`config.mk`:
```
export PLATFORM = sky130hd
export DESIGN_NAME = shift_sequencer
export DESIGN_NICKNAME = d
export VERILOG_FILES = /design/src/rtl/shift_sequencer_pkg.sv /design/src/rtl/shift_step.sv /design/src/rtl/shift_sequencer.sv
export SDC_FILE = /design/constraint.sdc
export NUM_CORES = 1
export LEC_CHECK = 0
export CORE_MARGIN = 2
export CORE_UTILIZATION = 54
export CTS_CLUSTER_DIAMETER = 200
export CTS_CLUSTER_SIZE = 16
export DETAILED_ROUTE_END_ITERATION = 12
export HOLD_SLACK_MARGIN = 0.02
export PLACE_DENSITY = 0.85
export SYNTH_ARGS = -nofsm -noshare
export SYNTH_HDL_FRONTEND = slang
export SYNTH_HIERARCHICAL = 1
export SYNTH_SLANG_ARGS = --single-unit
```
`constraint.sdc`:
```
create_clock -name clk -period 7 [get_ports clk]
set_input_delay 1.4 -clock clk [delete_from_list [all_inputs] [get_ports clk]]
set_output_delay 1.4 -clock clk [all_outputs]
set_load 0.005 [all_outputs]
```
`src/rtl/shift_sequencer_pkg.sv`:
```
// Shared opcode constants, FSM state encoding and opcode classification helpers
// for the multi-cycle shift/rotate sequencer and its single-bit step.
package shift_sequencer_pkg;

    localparam logic [2:0] OP_SHR  = 3'd0;
    localparam logic [2:0] OP_SHRA = 3'd1;
    localparam logic [2:0] OP_SHL  = 3'd2;
    localparam logic [2:0] OP_ROR  = 3'd3;
    localparam logic [2:0] OP_ROL  = 3'd4;

    typedef enum logic {
        ST_IDLE = 1'b0,
        ST_RUN  = 1'b1
    } state_t;

    function automatic logic op_is_legal(input logic [2:0] op);
        return (op <= OP_ROL);
    endfunction

    // Shifts saturate on large amounts; rotates wrap modulo the width instead.
    function automatic logic op_is_shift(input logic [2:0] op);
        return (op == OP_SHR) || (op == OP_SHRA) || (op == OP_SHL);
    endfunction

endpackage

```
`src/rtl/shift_step.sv`:
```
// Single-bit shift/rotate step, purely combinational.
// Latency: 0 cycles. Backpressure: none (no handshake).
// Illegal opcodes pass the operand through unchanged.
module shift_step
    import shift_sequencer_pkg::*;
#(
    parameter int WIDTH = 32
) (
    input  logic [2:0]       op,
    input  logic [WIDTH-1:0] data_in,
    output logic [WIDTH-1:0] data_out
);

    always_comb begin
        data_out = data_in;
        case (op)
            OP_SHR:  data_out = {1'b0, data_in[WIDTH-1:1]};
            OP_SHRA: data_out = {data_in[WIDTH-1], data_in[WIDTH-1:1]};
            OP_SHL:  data_out = {data_in[WIDTH-2:0], 1'b0};
            OP_ROR:  data_out = {data_in[0], data_in[WIDTH-1:1]};
            OP_ROL:  data_out = {data_in[WIDTH-2:0], data_in[WIDTH-1]};
            default: data_out = data_in;
        endcase
    end

endmodule

```
`src/rtl/shift_sequencer.sv`:
```
// Iterative shift/rotate unit: one bit per clock, result reported with a done pulse.
// Latency: n+1 cycles from accepted start (n = amount mod WIDTH, 1 when saturated/illegal).
// Backpressure: start is only sampled while idle; requests during busy are dropped.
module shift_sequencer
    import shift_sequencer_pkg::*;
#(
    parameter int WIDTH = 32,
    parameter int CNT_W = 5
) (
    input  logic              clk,
    input  logic              clr,
    input  logic              start,
    input  logic [2:0]        op,
    input  logic [WIDTH-1:0]  data_in,
    input  logic [31:0]       amount,
    output logic              busy,
    output logic              done,
    output logic              err,
    output logic [WIDTH-1:0]  result
);

    state_t            state, state_nxt;
    logic [WIDTH-1:0]  work, work_nxt;
    logic [WIDTH-1:0]  step_out;
    logic [CNT_W-1:0]  cnt, cnt_nxt;
    logic [2:0]        op_q, op_nxt;
    logic              ill_q, ill_nxt;
    logic [WIDTH-1:0]  result_nxt;
    logic              done_nxt;
    logic              err_nxt;
    logic              amount_sat;

    shift_step #(
        .WIDTH (WIDTH)
    ) u_step (
        .op       (op_q),
        .data_in  (work),
        .data_out (step_out)
    );

    // Any bit above the counter field means the shift moves out every bit.
    assign amount_sat = |amount[31:CNT_W];
    assign busy       = (state == ST_RUN);

    always_ff @(posedge clk or posedge clr) begin
        if (clr) begin
            state  <= ST_IDLE;
            work   <= '0;
            cnt    <= '0;
            op_q   <= OP_SHR;
            ill_q  <= 1'b0;
            result <= '0;
            done   <= 1'b0;
            err    <= 1'b0;
        end else begin
            state  <= state_nxt;
            work   <= work_nxt;
            cnt    <= cnt_nxt;
            op_q   <= op_nxt;
            ill_q  <= ill_nxt;
            result <= result_nxt;
            done   <= done_nxt;
            err    <= err_nxt;
        end
    end

    always_comb begin
        state_nxt  = state;
        work_nxt   = work;
        cnt_nxt    = cnt;
        op_nxt     = op_q;
        ill_nxt    = ill_q;
        result_nxt = result;
        done_nxt   = 1'b0;
        err_nxt    = err;

        case (state)
            ST_IDLE: begin
                if (start) begin
                    state_nxt = ST_RUN;
                    op_nxt    = op;
                    err_nxt   = 1'b0;
                    if (!op_is_legal(op)) begin
                        work_nxt = data_in;
                        cnt_nxt  = '0;
                        ill_nxt  = 1'b1;
                    end else if (op_is_shift(op) && amount_sat) begin
                        // Preload the fully-shifted value and finish in one cycle.
                        work_nxt = (op == OP_SHRA) ? {WIDTH{data_in[WIDTH-1]}} : '0;
                        cnt_nxt  = '0;
                        ill_nxt  = 1'b0;
                    end else begin
                        work_nxt = data_in;
                        cnt_nxt  = amount[CNT_W-1:0];
                        ill_nxt  = 1'b0;
                    end
                end
            end
            ST_RUN: begin
                if (cnt != '0) begin
                    work_nxt = step_out;
                    cnt_nxt  = cnt - CNT_W'(1);
                end else begin
                    result_nxt = work;
                    done_nxt   = 1'b1;
                    err_nxt    = ill_q;
                    state_nxt  = ST_IDLE;
                end
            end
            default: state_nxt = ST_IDLE;
        endcase
    end

endmodule

```
# == After elaboration in Yosys (flattened, before gate mapping) ==
# Index checks and enable logic that the tools add are counted.
# totals
regBits,76
input_bits,70
word_cells,59
# classes
addsub,1
order_cmp,1
eq_ne,12
n_mux,21
bitwise_logic,2
reduce_logical,13
# ops
cell,n
$mux 32,5
$pmux 32 s5,1
$pmux 32 s2,1
$reduce_or 27->1,1
$mux 5,4
$pmux 5 s2,1
$eq 3x2->1 const B,3
$reduce_and 2->1,4
$mux 1,7
$eq 3x1->1 const B,2
$logic_not 3->1,2
$ne 2x2->1 const B,3
$ne 6x1->1 const B,1
$ne 5x1->1 const B,1
$reduce_bool 5->1,1
$sub 5x1->5 const B,1
$pmux 1 s2,2
$reduce_and 4->1,1
$eq 3x3->1 const B,1
$le 3x3->1 const B,1
$reduce_and 3->1,1
$logic_or 1x1->1,2
$ne 2x1->1 const B,1
$not 1->1,2
$logic_and 1x1->1,1

# == Logic depth before layout (Yosys ltp) ==
# Gate-level depths: netlist of run 1.
# depth
depth_word,8
depth_mapped,9
ltp_nobuf,8

# == By module ==
# Netlist of run 1, hierarchy kept.
# modules_own_cells
mod,n_inst,cells_per_inst,area_each_um2
shift_sequencer,1,287,3263.1
shift_step,1,209,1193.6

# == Least setup slack after synthesis of run 1 ==
# Ideal clock, no wire load.
# synth_path
path_type,input-to-reg
from,in amount[6]
to,reg work[15]
setup_time_ps,73
arrival_ps,2612
required_ps,6927
path_slack_ps,4315
cell_stages,6
path_buffers,1
path_cell_list,nor4_1 > nand4_1 > o31ai_4 > buf_6 > nand2_1 > a21oi_2
# synth_between
elab_chain_len,6
# synth_rtl
element,line_no,text
"start, declared",shift_sequencer.sv:15,"input logic [31:0] amount,"
$reduce_or 27->1,shift_sequencer.sv:42,assign amount_sat = |amount[31:CNT_W];
$logic_and 1x1->1,shift_sequencer.sv:87,end else if (op_is_shift(op) && amount_sat) begin
$mux 32,shift_sequencer.sv:87,
$mux 32,shift_sequencer.sv:83,if (!op_is_legal(op)) begin
$mux 32,shift_sequencer.sv:79,if (start) begin
$pmux 32 s2,shift_sequencer.sv:77,case (state)
"end signal, assigned",shift_sequencer.sv:57,work <= work_nxt;
"end, declared",shift_sequencer.sv:23,"logic [WIDTH-1:0] work, work_nxt;"
# Every way passes these cells. The select of a mux whose other input is x is not followed.
# A chain may end at the register's enable or synchronous reset.

# == Worst setup path in the final report of run 1 ==
# layout_path
from,in amount[9]
to,reg cnt[3]
# layout_between
elab_chain_len,6
# layout_rtl
element,line_no,text
$reduce_or 27->1,shift_sequencer.sv:42,
$logic_and 1x1->1,shift_sequencer.sv:87,
$mux 5,shift_sequencer.sv:87,
$mux 5,shift_sequencer.sv:83,
$mux 5,shift_sequencer.sv:79,
$pmux 5 s2,shift_sequencer.sv:77,
"end signal, assigned",shift_sequencer.sv:58,cnt <= cnt_nxt;
"end, declared",shift_sequencer.sv:25,"logic [CNT_W-1:0] cnt, cnt_nxt;"
# Every way passes these cells. The select of a mux whose other input is x is not followed.

==> results_dict.tcl, run 1 <==
set metrics [dict create \
    status "finished clean" \
    via_per_inst 6.191 \
    setup-tns-final_ps 0 \
    cpMaxStageDelayCell "clkdlybuf4s50_1" \
    grt_pass1_wl_um 19440 \
    dp_cells 674 \
    max_freq_mhz 321.0 \
    antenna_found_initial 0 \
    seq_area_mm2 0.001903 \
    grt_overflow 0 \
    area_growth_pct 27.74 \
    crit_path_max_fanout 32 \
    cts_made_buffers 9 \
    yosys_most_used_dff "dfrtp_1" \
    cts.repair.resized 0 \
    path_cells "clkdlybuf4s50_1, nor4_1, nand4_1, o31ai_4, buf_4, nand2_4, o31ai_1" \
    clkTransAtPathRegs_ps 80 \
    multi_input_area_mm2 0.002340 \
    yosysSeqAreaShare_pct 42.67 \
    r2r_cells 8 \
    regToRegSetupSlack_ps 4530 \
    clock_skew_ps 9.229 \
    diodes 0 \
    postSynth.asyncResetShare_pct 100.0 \
    utilization_pct 70.35 \
    synth_seq_cells 76 \
    synth_area_mm2 0.004457 \
    n_fill_cell 633 \
    crit_type "in2reg" \
    root_buffer "clkbuf_8" \
    ant_nets 0 \
    syn_inst 496 \
    p_leak_nw 2.202 \
    synth_edf_count 0 \
    timing.slew.headroom_pct 25.89 \
    finalSetupViolCount 0 \
    dieArea_mm2 0.008996 \
    hold_viol 0 \
    cts_sinks 76 \
    grtUsageTotal_pct 27.43 \
    post-dp-hpwl_um 7820 \
    grt_setup_unrepaired "false" \
    period_share_pct 44.50 \
    critPathLaunchType "input port" \
    yosysWarnings 6 \
    setup.worst_path.start "amount[9]" \
    io_pins 105 \
    dr_total_vias 4272 \
    die_width_um 94.85 \
    required_ps 7250 \
    rr_endpoint "cnt[2]$_DFFE_PP0P_" \
    peakVddDrop_mv 0.2795 \
    wl_um 11710 \
    route.detailed.drc 0 \
    crit_end "cnt[3]$_DFFE_PP0P_" \
    insertion_delay_ps 350 \
    total_power_mw 2.768 \
    cts_tree "built" \
    ys_top_cells_by_area "dfrtp_1 (43%), mux2_2 (8.1%), nand2_1 (6.5%)" \
    power_density_mw_per_mm2 486.2 \
    rows 33 \
    first_iter_violations 358 \
    synth_cell_types 51 \
    postLayoutCellArea_mm2 0.005693 \
    critPathCaptureType "flop" \
    dr.pass1.iters 6 \
    placed_cell_area_mm2 0.005475 \
    cpPeakStageDelay_ps 410 \
    avgSynthCellArea_um2 8.985 \
    grt_max_degree 80 \
    gp_congestion 0.8270 \
    initial_core_util_pct 55.07 \
    fp.dieH_um 94.85 \
    fin_crit_ps 3115 \
    port_buffers 104 \
    report.final.slew_viol_count 0 \
    cap_violations 0 \
    drive_above_1_share_pct 10.94 \
    cts_buffer_depth 2 \
    htree_levels 3 \
    r2r-start "cnt[0]$_DFFE_PP0P_" \
    hp-class "reg2reg" \
    worst_slew_pin_slew_ps 1112 \
    arrival_ps 3360 \
    final-instance-count-excl-fill 690 \
    grt_pass1_vias 4026 \
    ctsHoldBuffers 0 \
    cts_setup_buffers 0 \
    synth.top_cell.area_share_pct 42.67 \
    core_mm2 0.008093 \
    synth_top_area_cell "dfrtp_1" \
    syn-num-nets 567 \
    nets 651 \
    wire_per_inst_um 16.98 \
]
==> kinds of logic after synthesis <==
logic type	share of synthesized area, %
adders and majority gates	0.2807
buffers and inverters	4.941
and+or+nand+nor	26.73
DFF	42.67
muxes	8.310
AOI/OAI and AO/OA	17.07
==> report_power, final <==
part           internal [mW]  switching (mW)
combinational          0.748           0.712
sequential             0.662           0.275
clock                  0.210           0.161
==> stage by stage <==
| stage | hold WS (ps) | worst slack, ps |
|---|---|---|
| CTS | 499.2 | 3872 |
| finish | 497.2 | 3885 |
| global placement | 470.5 | 3521 |
| global route | 522.9 | 3732 |
| floorplan | 440.3 | 3662 |
| detailed placement | 475.7 | 3502 |
==> sequential cells by signal, summed over array words and instances (netlist names) <==
name	flops
result	32
work	32
busy	1
ill_q	1
cnt	5
op_q	3
err	1
done	1
==> metal layers <==
metal  global-route usage, %  part of all wire (%)  vias up
met5                       0                     0        -
met4                   8.092                   2.5        0
met3                   6.305                   7.5       32
met2                   46.69                    50      241
met1                   34.85                    40     2015
li1                        -                     -     1984
==> synth_stat cells, types with 6 or more instances <==
master    number
inv_1          7
nand3_1       56
a21oi_1       32
buf_2         23
and3_1        23
o22ai_1       32
a211oi_1       9
dfrtp_1       76
nor2b_1        8
nand2_1       77
o31ai_1        6
o21ai_0        9
nand2b_1      30
mux2_2        32
nor4_1         6
nor3b_1       12
clkbuf_1       6
==> layout by cell type, fill, tap and decap left out, drive strengths merged, types with 4 or more instances in the layout <==
cell / Yosys / layout
nor2b: 8 / 8
buf: 29 / 4
dfrtp: 76 / 76
nor4: 6 / 6
clkbuf: 6 / 12
nor3b: 12 / 12
inv: 8 / 8
a311oi: 4 / 4
o22ai: 33 / 33
o31ai: 7 / 7
nand2b: 30 / 30
a21oi: 36 / 36
nor2: 5 / 5
o21ai: 11 / 11
nand2: 79 / 79
mux2: 32 / 32
a211oi: 9 / 9
clkdlybuf4s50: 0 / 104
nand3: 56 / 56
and3: 23 / 23
==> cell type report <==
cell class / instances / area share (%)
clock buffer: 12 / 2.549
clock inverter: 4 / 1.275
inverter: 8 / 0.5275
multi-input combinational: 377 / 41.10
sequential: 76 / 33.43
tap: 105 / 2.308
timing repair buffer: 108 / 18.81
==> critical path: cells and delay by family <==
kind	cells	cell delay [ps]
compound gates	2	550
buf+inv	2	770
simple gates	3	640
==> worst min path at each step <==
stage                                 startpoint                endpoint  depth (start not counted)
after floorplan              op_q[0]$_DFFE_PP0P_     op_q[0]$_DFFE_PP0P_                          2
after global placement         ill_q$_DFFE_PP0P_       ill_q$_DFFE_PP0P_                          2
after detailed placement       ill_q$_DFFE_PP0P_         err$_DFFE_PP0P_                          2
after CTS                      ill_q$_DFFE_PP0P_       ill_q$_DFFE_PP0P_                          2
after global routing      result[27]$_DFFE_PP0P_  result[27]$_DFFE_PP0P_                          1
final                          ill_q$_DFFE_PP0P_       ill_q$_DFFE_PP0P_                          2
Power figures use the tool's default switching activity.
==> run 2, diff against run 1 <==
CORE_UTILIZATION = 51   (was 54)
PLACE_DENSITY = 0.8   (was 0.85)
clock period = 3.2 ns   (was 7 ns; I/O delays follow)
==> results_dict.tcl, run 2 (synthesized netlist as in run 1, its figures left out) <==
set metrics [dict create \
    status "finished clean" \
    grt_max_degree 65 \
    critPathCaptureType "flop" \
    max_freq_mhz 427.9 \
    postLayoutCellArea_mm2 0.005806 \
    placed_cell_area_mm2 0.005549 \
    dr.pass1.iters 7 \
    period_share_pct 73.03 \
    finalSetupViolCount 0 \
    final-instance-count-excl-fill 699 \
    nets 657 \
    peakVddDrop_mv 0.4660 \
    reg.largest.list "result (32), work (32), cnt (5)" \
    grt_pass1_vias 4125 \
    p_leak_nw 2.260 \
    critPathLaunchType "input port" \
    cts.repair.resized 0 \
    htree_levels 3 \
    timing.slew.headroom_pct 36.39 \
    cts_made_buffers 9 \
    cap_violations 0 \
    fin_crit_ps 2337 \
    wl_um 11600 \
    cts_sinks 76 \
    grt_setup_unrepaired "false" \
    initial_core_util_pct 51.86 \
    fp.dieH_um 97.48 \
    worst_slew_pin_slew_ps 953.2 \
    met3_length_um 794 \
    port_buffers 104 \
    p_sw_share_pct 40.30 \
    io_pins 105 \
    top_layer_used "met4" \
    hp-class "reg2reg" \
    area_growth_pct 30.26 \
    ant_nets 0 \
    post-dp-hpwl_um 7973 \
    first_iter_violations 238 \
    switchingPower_mw 2.512 \
    report.final.slew_viol_count 0 \
    layout_common_cells "clkdlybuf4s50_1 (104), nand2_1 (77), dfrtp_1 (75)" \
    grtUsageTotal_pct 24.68 \
    grt_pass1_wl_um 19350 \
    hold_viol 0 \
    dr_total_vias 4265 \
    diodes 0 \
    core_mm2 0.008593 \
    ctsHoldBuffers 0 \
    drive_above_1_share_pct 11.84 \
    cts_buffer_depth 2 \
    antenna_found_initial 0 \
    gp_congestion 0.8079 \
    p_clk_share_pct 15.3 \
    worst_hold_slack_ps 506.5 \
    power_density_mw_per_mm2 1074 \
    root_buffer "clkbuf_8" \
    cts_setup_buffers 0 \
    via_per_inst 6.102 \
    route.detailed.drc 0 \
    required_ps 3460 \
    intPower_mw 3.722 \
    power_frac_comb_pct 52.7 \
    n_fill_cell 693 \
    p_seq_share_pct 32.0 \
    die_width_um 97.48 \
    dieArea_mm2 0.009502 \
    setup-tns-final_ps 0 \
    met1_length_um 5117 \
    cts_tree "built" \
    wire_per_inst_um 16.59 \
    mostFrequentLayoutCell "clkdlybuf4s50_1" \
    rows 34 \
    crit_path_max_fanout 32 \
    total_power_mw 6.235 \
    wl_met2_um 5520 \
    grt_overflow 0 \
    dp_cells 683 \
    arrival_ps 2590 \
    insertion_delay_ps 360 \
    clock_skew_ps 14.85 \
    clkTransAtPathRegs_ps 80 \
    crit_type "in2reg" \
]
[run 2: cell types whose count changed in the layout (fill, tap and decap cells not counted)]
cell        previous run  this run
buf_4                  4         8
bufinv_16              2         4
clkbuf_8              10         9
clkinvlp_4             1         0
buf_12                 0         2
[run 2: metal layers]
layer	vias to the layer above	track usage [%]
met1	2058	33.44
met2	190	40.05
li1	1997	-
met5	-	0
met4	0	7.158
met3	20	5.396
[run 2: power groups by stage]
| stage | Clock [mW] | Combinational, mW | Sequential (mW) |
|---|---|---|---|
| 6_report | 0.952 | 3.29 | 1.99 |
| 3_5_place_dp | 0 | 3.23 | 1.99 |
| 3_3_place_gp | 0 | 3.10 | 1.95 |
| 5_1_grt | 1.00 | 3.62 | 2.07 |
| 4_1_cts | 0.960 | 3.26 | 1.98 |
| 2_1_floorplan | 0 | 2.39 | 1.78 |
[run 2: final cells by class]
cell class / instances / area [um^2] / share of cell area (%)
Multi-Input combinational cell: 377 / 2340 / 40.30
Sequential cell: 76 / 1903 / 32.78
Timing Repair Buffer: 114 / 1141 / 19.66
Tap cell: 108 / 135.1 / 2.328
Clock buffer: 11 / 131.4 / 2.263
Clock inverter: 5 / 125.1 / 2.155
Inverter: 8 / 30.03 / 0.5172
[run 2: critical path, stage by stage]
cell and delay, ps:
clkdlybuf4s50_1 420, nor4_1 280, nand4_1 220, o31ai_4 280, buf_4 380, nand2_4 100, o31ai_1 270
[run 2: worst paths after layout]
path,startpoint,to,depth (start not counted),slack (ps)
setup / recovery,amount[13],cnt[1]$_DFFE_PP0P_,7,860
hold / removal,result[5]$_DFFE_PP0P_,result[5]$_DFFE_PP0P_,1,510
setup reg to reg,cnt[1]$_DFFE_PP0P_,result[28]$_DFFE_PP0P_,6,1010
hold reg to reg,result[5]$_DFFE_PP0P_,result[5]$_DFFE_PP0P_,1,510
max in group asynchronous,clr,op_q[2]$_DFFE_PP0P_,3,1860
min in group asynchronous,clr,work[30]$_DFFE_PP0P_,2,650
[run 2: metrics by stage]
step                      setup WS, ps  util [%]
after floorplan                  621.7         -
after global placement           618.7     64.57
after detailed placement         480.4     64.57
after CTS                        849.7     67.56
after global routing             629.5     67.56
final                            863.1     67.56
